### config.mk
export PLATFORM = sky130hd
export DESIGN_NAME = encoder83_sync_flat
export DESIGN_NICKNAME = d
export VERILOG_FILES = /design/src/rtl/encoder83_pkg.sv /design/src/rtl/encoder83_sync_if.sv /design/src/rtl/sync2_bus.sv /design/src/rtl/encoder83_sync.sv /design/src/flat_wrapper.sv
export SDC_FILE = /design/constraint.sdc
export NUM_CORES = 1
export LEC_CHECK = 0
export CORE_MARGIN = 4
export CORE_UTILIZATION = 59
export DETAILED_ROUTE_END_ITERATION = 10
export PLACE_DENSITY = 0.91
export SYNTH_ARGS = -nofsm -noshare
export SYNTH_HDL_FRONTEND = slang
export SYNTH_SLANG_ARGS = --single-unit
### constraint.sdc
create_clock -name i_clk -period 3.35 [get_ports i_clk]
set_input_delay 0.67 -clock i_clk [delete_from_list [all_inputs] [get_ports i_clk]]
set_output_delay 0.67 -clock i_clk [all_outputs]
set_load 0.02 [all_outputs]
### src/rtl/encoder83_pkg.sv
// encoder83_pkg
// Shared types and helpers for the registered 8-to-3 priority encoder.
// Exports the FSM state type, the idle level of the request lines after
// reset, and the pure encoding helpers used by both the RTL and any model.
package encoder83_pkg;

    typedef enum logic [1:0] {
        S_IDLE     = 2'd0,
        S_DEBOUNCE = 2'd1,
        S_OUTPUT   = 2'd2,
        S_RELEASE  = 2'd3
    } state_e;

    // Synchroniser reset value: all lines high, which is "nothing pressed"
    // for the default active-low request polarity.
    localparam logic [7:0] IDLE_LINES = 8'hFF;

    // Index of the highest set bit; bit 7 wins. Returns 0 for an all-zero input.
    function automatic logic [2:0] prio_enc8(input logic [7:0] v);
        logic [2:0] idx;
        idx = 3'd0;
        for (int i = 0; i < 8; i++) begin
            if (v[i]) idx = 3'(i);
        end
        return idx;
    endfunction

    // True when more than one bit is set: clearing the lowest set bit
    // leaves something behind only if a second bit existed.
    function automatic logic multi_hot8(input logic [7:0] v);
        return (v & (v - 8'd1)) != 8'd0;
    endfunction

endpackage

### src/rtl/encoder83_sync_if.sv
// encoder83_sync_if
// Request/handshake bundle between the request lines, the encoder and the
// downstream consumer.
//   i_y     : 8 raw request lines (asynchronous to the encoder clock)
//   i_opt   : request polarity, 0 = active-low, 1 = active-high
//   i_ready : consumer accepts the current code
//   o_valid : o_code/o_multi carry a debounced event
//   o_code  : index of the highest active request
//   o_multi : more than one request was active in the captured pattern
//   o_busy  : encoder FSM is not idle
// Modport slave is the encoder side, master the driver/consumer side.
interface encoder83_sync_if;
    import encoder83_pkg::*;

    logic [7:0] i_y;
    logic       i_opt;
    logic       i_ready;
    logic       o_valid;
    logic [2:0] o_code;
    logic       o_multi;
    logic       o_busy;

    modport slave (
        input  i_y,
        input  i_opt,
        input  i_ready,
        output o_valid,
        output o_code,
        output o_multi,
        output o_busy
    );

    modport master (
        output i_y,
        output i_opt,
        output i_ready,
        input  o_valid,
        input  o_code,
        input  o_multi,
        input  o_busy
    );

endinterface

### src/rtl/sync2_bus.sv
// sync2_bus
// Parameterised-width two-flop synchroniser for quasi-static or slowly
// changing buses. Each bit is synchronised independently; multi-bit
// coherence is left to the consumer (the encoder debounces the pattern).
//   clk_i : clock
//   rst_i : synchronous active-high reset, loads RST_VAL into both stages
//   d_i   : asynchronous input bus
//   q_o   : synchronised output bus (second stage)
module sync2_bus #(
    parameter int unsigned      WIDTH   = 8,
    parameter logic [WIDTH-1:0] RST_VAL = '0
) (
    input  logic             clk_i,
    input  logic             rst_i,
    input  logic [WIDTH-1:0] d_i,
    output logic [WIDTH-1:0] q_o
);

    logic [WIDTH-1:0] meta_q;
    logic [WIDTH-1:0] sync_q;

    always_ff @(posedge clk_i) begin
        if (rst_i) begin
            meta_q <= RST_VAL;
            sync_q <= RST_VAL;
        end else begin
            meta_q <= d_i;
            sync_q <= meta_q;
        end
    end

    assign q_o = sync_q;

endmodule

### src/rtl/encoder83_sync.sv
// encoder83_sync
// Registered 8-to-3 priority encoder with debounce and a valid/ready output.
// Request lines are synchronised, converted to an "active" vector according
// to the polarity input, and must hold one non-zero pattern for DEBOUNCE
// consecutive cycles before the highest active index is offered downstream.
// After acceptance all lines must be inactive for DEBOUNCE cycles before a
// new event can be qualified, so a held request never re-triggers.
//   i_clk : clock, all logic on the rising edge
//   i_rst : synchronous active-high reset
//   bus   : encoder83_sync_if.slave (i_y, i_opt, i_ready, o_valid,
//           o_code, o_multi, o_busy)
module encoder83_sync
    import encoder83_pkg::*;
#(
    parameter int unsigned DEBOUNCE = 4
) (
    input  logic               i_clk,
    input  logic               i_rst,
    encoder83_sync_if.slave    bus
);

    localparam int unsigned      CNT_W   = $clog2(DEBOUNCE) + 1;
    localparam logic [CNT_W-1:0] CNT_MAX = CNT_W'(DEBOUNCE - 1);

    logic [7:0] sync_y;
    logic [7:0] act;

    state_e           state_q, state_d;
    logic [CNT_W-1:0] cnt_q,   cnt_d;
    logic [7:0]       cap_q,   cap_d;
    logic             valid_q, valid_d;
    logic [2:0]       code_q,  code_d;
    logic             multi_q, multi_d;

    // ---- stage: input synchroniser ----
    sync2_bus #(
        .WIDTH   (8),
        .RST_VAL (IDLE_LINES)
    ) u_sync (
        .clk_i (i_clk),
        .rst_i (i_rst),
        .d_i   (bus.i_y),
        .q_o   (sync_y)
    );

    // i_opt is quasi-static and only feeds this inversion, so a change while
    // busy just looks like a pattern change and is handled by the FSM rules.
    assign act = bus.i_opt ? sync_y : ~sync_y;

    // ---- stage: debounce / handshake FSM ----
    always_comb begin
        state_d = state_q;
        cnt_d   = cnt_q;
        cap_d   = cap_q;
        valid_d = valid_q;
        code_d  = code_q;
        multi_d = multi_q;

        unique case (state_q)
            S_IDLE: begin
                if (act != 8'd0) begin
                    cap_d   = act;
                    cnt_d   = '0;
                    state_d = S_DEBOUNCE;
                end
            end

            S_DEBOUNCE: begin
                // Any change restarts qualification through S_IDLE.
                if (act != cap_q) begin
                    state_d = S_IDLE;
                end else if (cnt_q == CNT_MAX) begin
                    code_d  = prio_enc8(cap_q);
                    multi_d = multi_hot8(cap_q);
                    valid_d = 1'b1;
                    state_d = S_OUTPUT;
                end else begin
                    cnt_d = cnt_q + 1'b1;
                end
            end

            S_OUTPUT: begin
                // Outputs are frozen here; only acceptance moves us on.
                if (bus.i_ready) begin
                    valid_d = 1'b0;
                    code_d  = 3'd0;
                    multi_d = 1'b0;
                    cnt_d   = '0;
                    state_d = S_RELEASE;
                end
            end

            S_RELEASE: begin
                if (act != 8'd0) begin
                    cnt_d = '0;
                end else if (cnt_q == CNT_MAX) begin
                    state_d = S_IDLE;
                end else begin
                    cnt_d = cnt_q + 1'b1;
                end
            end

            default: begin
                state_d = S_IDLE;
            end
        endcase
    end

    always_ff @(posedge i_clk) begin
        if (i_rst) begin
            state_q <= S_IDLE;
            cnt_q   <= '0;
            cap_q   <= 8'd0;
            valid_q <= 1'b0;
            code_q  <= 3'd0;
            multi_q <= 1'b0;
        end else begin
            state_q <= state_d;
            cnt_q   <= cnt_d;
            cap_q   <= cap_d;
            valid_q <= valid_d;
            code_q  <= code_d;
            multi_q <= multi_d;
        end
    end

    assign bus.o_valid = valid_q;
    assign bus.o_code  = code_q;
    assign bus.o_multi = multi_q;
    assign bus.o_busy  = (state_q != S_IDLE);

endmodule

### src/flat_wrapper.sv
// flat-port wrapper written by rule: the top's interface ports become plain ports
module encoder83_sync_flat import encoder83_pkg::*;
#(
    parameter int unsigned DEBOUNCE = 4
)
  (i_clk, i_rst, bus_i_y, bus_i_opt, bus_i_ready, bus_o_valid, bus_o_code, bus_o_multi, bus_o_busy);
  encoder83_sync_if bus_i ();
  input  logic i_clk;
  input  logic i_rst;
  input wire logic [$bits(bus_i.i_y)-1:0] bus_i_y;
  input wire logic [$bits(bus_i.i_opt)-1:0] bus_i_opt;
  input wire logic [$bits(bus_i.i_ready)-1:0] bus_i_ready;
  output wire logic [$bits(bus_i.o_valid)-1:0] bus_o_valid;
  output wire logic [$bits(bus_i.o_code)-1:0] bus_o_code;
  output wire logic [$bits(bus_i.o_multi)-1:0] bus_o_multi;
  output wire logic [$bits(bus_i.o_busy)-1:0] bus_o_busy;
  assign bus_i.i_y = bus_i_y;
  assign bus_i.i_opt = bus_i_opt;
  assign bus_i.i_ready = bus_i_ready;
  assign bus_o_valid = bus_i.o_valid;
  assign bus_o_code = bus_i.o_code;
  assign bus_o_multi = bus_i.o_multi;
  assign bus_o_busy = bus_i.o_busy;
  encoder83_sync #(.DEBOUNCE(DEBOUNCE)) u_core (.i_clk(i_clk), .i_rst(i_rst), .bus(bus_i));
endmodule
==> qor.yml <==
place:
  place_congestion: 0.950
  io_buffers: 17
  place_area_um2: 1780
  post-dp-hpwl_um: 2320
drt:
  ant_nets: 0
  drt_pass1_iterations: 4
  drtIter0Drc: 88
  via_per_inst: 5.81
  drcViolationCount: 0
  via_count: 1302
  wl_um: 3110
  avgRoutedWirePerCell_um: 13.9
worst_setup_path:
  start_kind: "flop"
  rrSetupSlack_ns: 1.50
  critical_path_buf_inv_count: 2
  required_ns: 2.68
  slowest_stage: "clkdlybuf4s50_1"
  ff2ff_path_depth: 6
  cpPeakStageDelay_ns: 0.60
  cp.depth: 3
  path_cells: "nor2_1, inv_1, clkdlybuf4s50_1"
  path_max_fanout: 7
  crit_arrival_ns: 1.56
  crit_family: "buffers and inverters"
  worstSetupEndpointType: "output pin"
  worstSetupPathType: "flop to output pin"
cells_and_area:
  final_nets: 206
  fillCellCount: 191
  multiInputGateArea_um2: 847
  area_growth_pct: 17.1
  design_area_um2: 1860
  post-route-util_pct: 73.7
  drive_gt1_share_pct: 17.5
  layout.cells.most_common_list: "dfxtp_1, nor2_1, or2_2, clkdlybuf4s50_1, xnor2_1"
  layout_commonest_cell: "dfxtp_1"
  antennaDiodeCount: 0
  final-seq-area_um2: 681
floorplan:
  start_util_pct: 62.9
  io_pins: 18
  die_w_um: 59.9
  dieArea_um2: 3590
  rows: 18
  core-area_um2: 2520
  dieHeight_um: 59.9
clock_tree:
  cts_tree: "done"
  root_buffer: "clkbuf_4"
  cts_resized: 0
  clk_pin_slew_ns: 0.10
  cts_hold_buf: 0
  cts-buffers-inserted: 5
  post_cts_buffers: 0
  htreeDepth: 2
  clk_path_buf_depth: 2
  cts.sinks: 34
  clock_latency_ns: 0.34
logic_synthesis:
  synth_seq_cells: 34
  synth_warnings: 0
  avgSynthCellArea_um2: 9.13
  synth_ff_type: "dfxtp_1"
  synth_fp_nets: 187
  ys_seq_area_share_pct: 42.9
  synthArstFlopShare_pct: 0
  syn_area_um2: 1590
  synth.distinct_cells: 38
  synth_cells: 174
  synth_edf_count: 0
global_route:
  antenna_found_initial: 0
  grt_pass1_wl_um: 5540
  grt_pass1_vias: 1300
  busiest_layer: "met2"
  use_met2_pct: 35.2
  grt_max_degree: 29
  grt_use_met1_pct: 22.1
  gr-total-overflow: 0
  use_met3_pct: 6.70
  grt_use_total_pct: 20.6
pwr:
  p_leak_nw: 0.755
  ir_worst_vdd_mv: 0.413
  p_total_w: 0.000887
  powerDensity_nw_per_um2: 477
sta:
  relSlewSlack_pct: 68.4
  rsz0062_at_grt: "false"
  skew_ns: 0.0140
  period_minus_slack_ns: 2.23
  fin_tns_setup_ns: 0
  hold_viol: 0
  fmax_mhz: 449
  min_period_over_period_pct: 66.5
  slew_violations: 0
  finalSetupViolCount: 0
  tightest_slew_ns: 0.469
  hold_slack_ns: 0.416
min_path:
  hold_depth: 1
  hold_path.class: "flop to flop"
job:
  cap_violations: 0
outcome:
  status: "complete, no violations"
-- final cells by class --
cell class                 count  area share (%)
sequential                    34            36.6
clock inverter                 3            2.42
inverter                       7            1.41
tap                           30            2.02
multi-input combinational    126            45.6
timing repair buffer          19            9.96
clock buffer                   5            2.02
-- registers in the layout, summed over array words and instances (netlist names), named ones only --
signal,flops
u_core.cap_q,8
u_core.u_sync.meta_q,8
u_core.u_sync.q_o,8
u_core.bus.o_code,3
u_core.cnt_q,3
u_core.bus.o_multi,1
u_core.bus.o_valid,1
u_core.state_q,1
-- metal layers --
| layer | part of all wire, % | wire length, um |
|---|---|---|
| met5 | 0 | 0 |
| met4 | 2.1 | 65 |
| met3 | 6.3 | 195 |
| met2 | 51 | 1590 |
| met1 | 40 | 1260 |
-- worst register-to-register path: stages, from the launching register on --
cell	delay (ns)
dfxtp_1	0.52
xnor2_1	0.19
nor4_1	0.08
and2_2	0.21
a21oi_2	0.28
nand3b_4	0.26
mux2i_1	0.23
-- power by group --
group / total [W] / switching (W) / internal [W] / leakage, nW
Clock: 0.000298 / 0.000142 / 0.000156 / 0.0374
Sequential: 0.000453 / 0.0000283 / 0.000424 / 0.280
Combinational: 0.000136 / 0.0000660 / 0.0000696 / 0.438
-- per-stage QoR --
stage                     setup WS, ns  cells
after floorplan                   1.43    174
after global placement           0.893    216
after detailed placement         0.810    216
after CTS                         1.13    224
after global routing              1.01    224
final                             1.12    224
-- synth_stat cells (2+ instances only) --
cell / instances / area [um^2]
dfxtp_1: 34 / 681
nor2_1: 18 / 67.6
or2_2: 17 / 106
xnor2_1: 16 / 140
mux2i_1: 12 / 120
nand2_1: 12 / 45.0
inv_1: 6 / 22.5
nand4_1: 5 / 31.3
nor3_1: 5 / 25.0
a21oi_1: 4 / 20.0
nor4_1: 4 / 25.0
buf_2: 3 / 15.0
clkbuf_1: 3 / 11.3
o21ai_0: 3 / 15.0
o21ai_1: 3 / 15.0
o31ai_1: 3 / 22.5
a21o_1: 2 / 15.0
a31oi_1: 2 / 12.5
nand2b_1: 2 / 12.5
nor4b_1: 2 / 17.5
-- kinds of logic after synthesis --
| logic type | Yosys count | synth area share (%) |
|---|---|---|
| AO/OA/AOI/OAI | 24 | 11.1 |
| XOR/XNOR | 16 | 8.83 |
| adder cells (fa/ha/maj) | 1 | 0.788 |
| buffers and inverters | 14 | 3.78 |
| flip-flops | 34 | 42.9 |
| multiplexers | 12 | 7.57 |
| AND/OR/NAND/NOR | 73 | 25.1 |
-- path summary, 6_finish.rpt --
| kind | end | from |
|---|---|---|
| setup / recovery | bus_o_busy | u_core.state_q[0] |
| hold / removal | u_core.u_sync.q_o[6] | u_core.u_sync.meta_q[6] |
| setup reg to reg | u_core.bus.o_multi | u_core.cap_q[6] |
| hold reg to reg | u_core.u_sync.q_o[6] | u_core.u_sync.meta_q[6] |
Power figures use the tool's default switching activity.
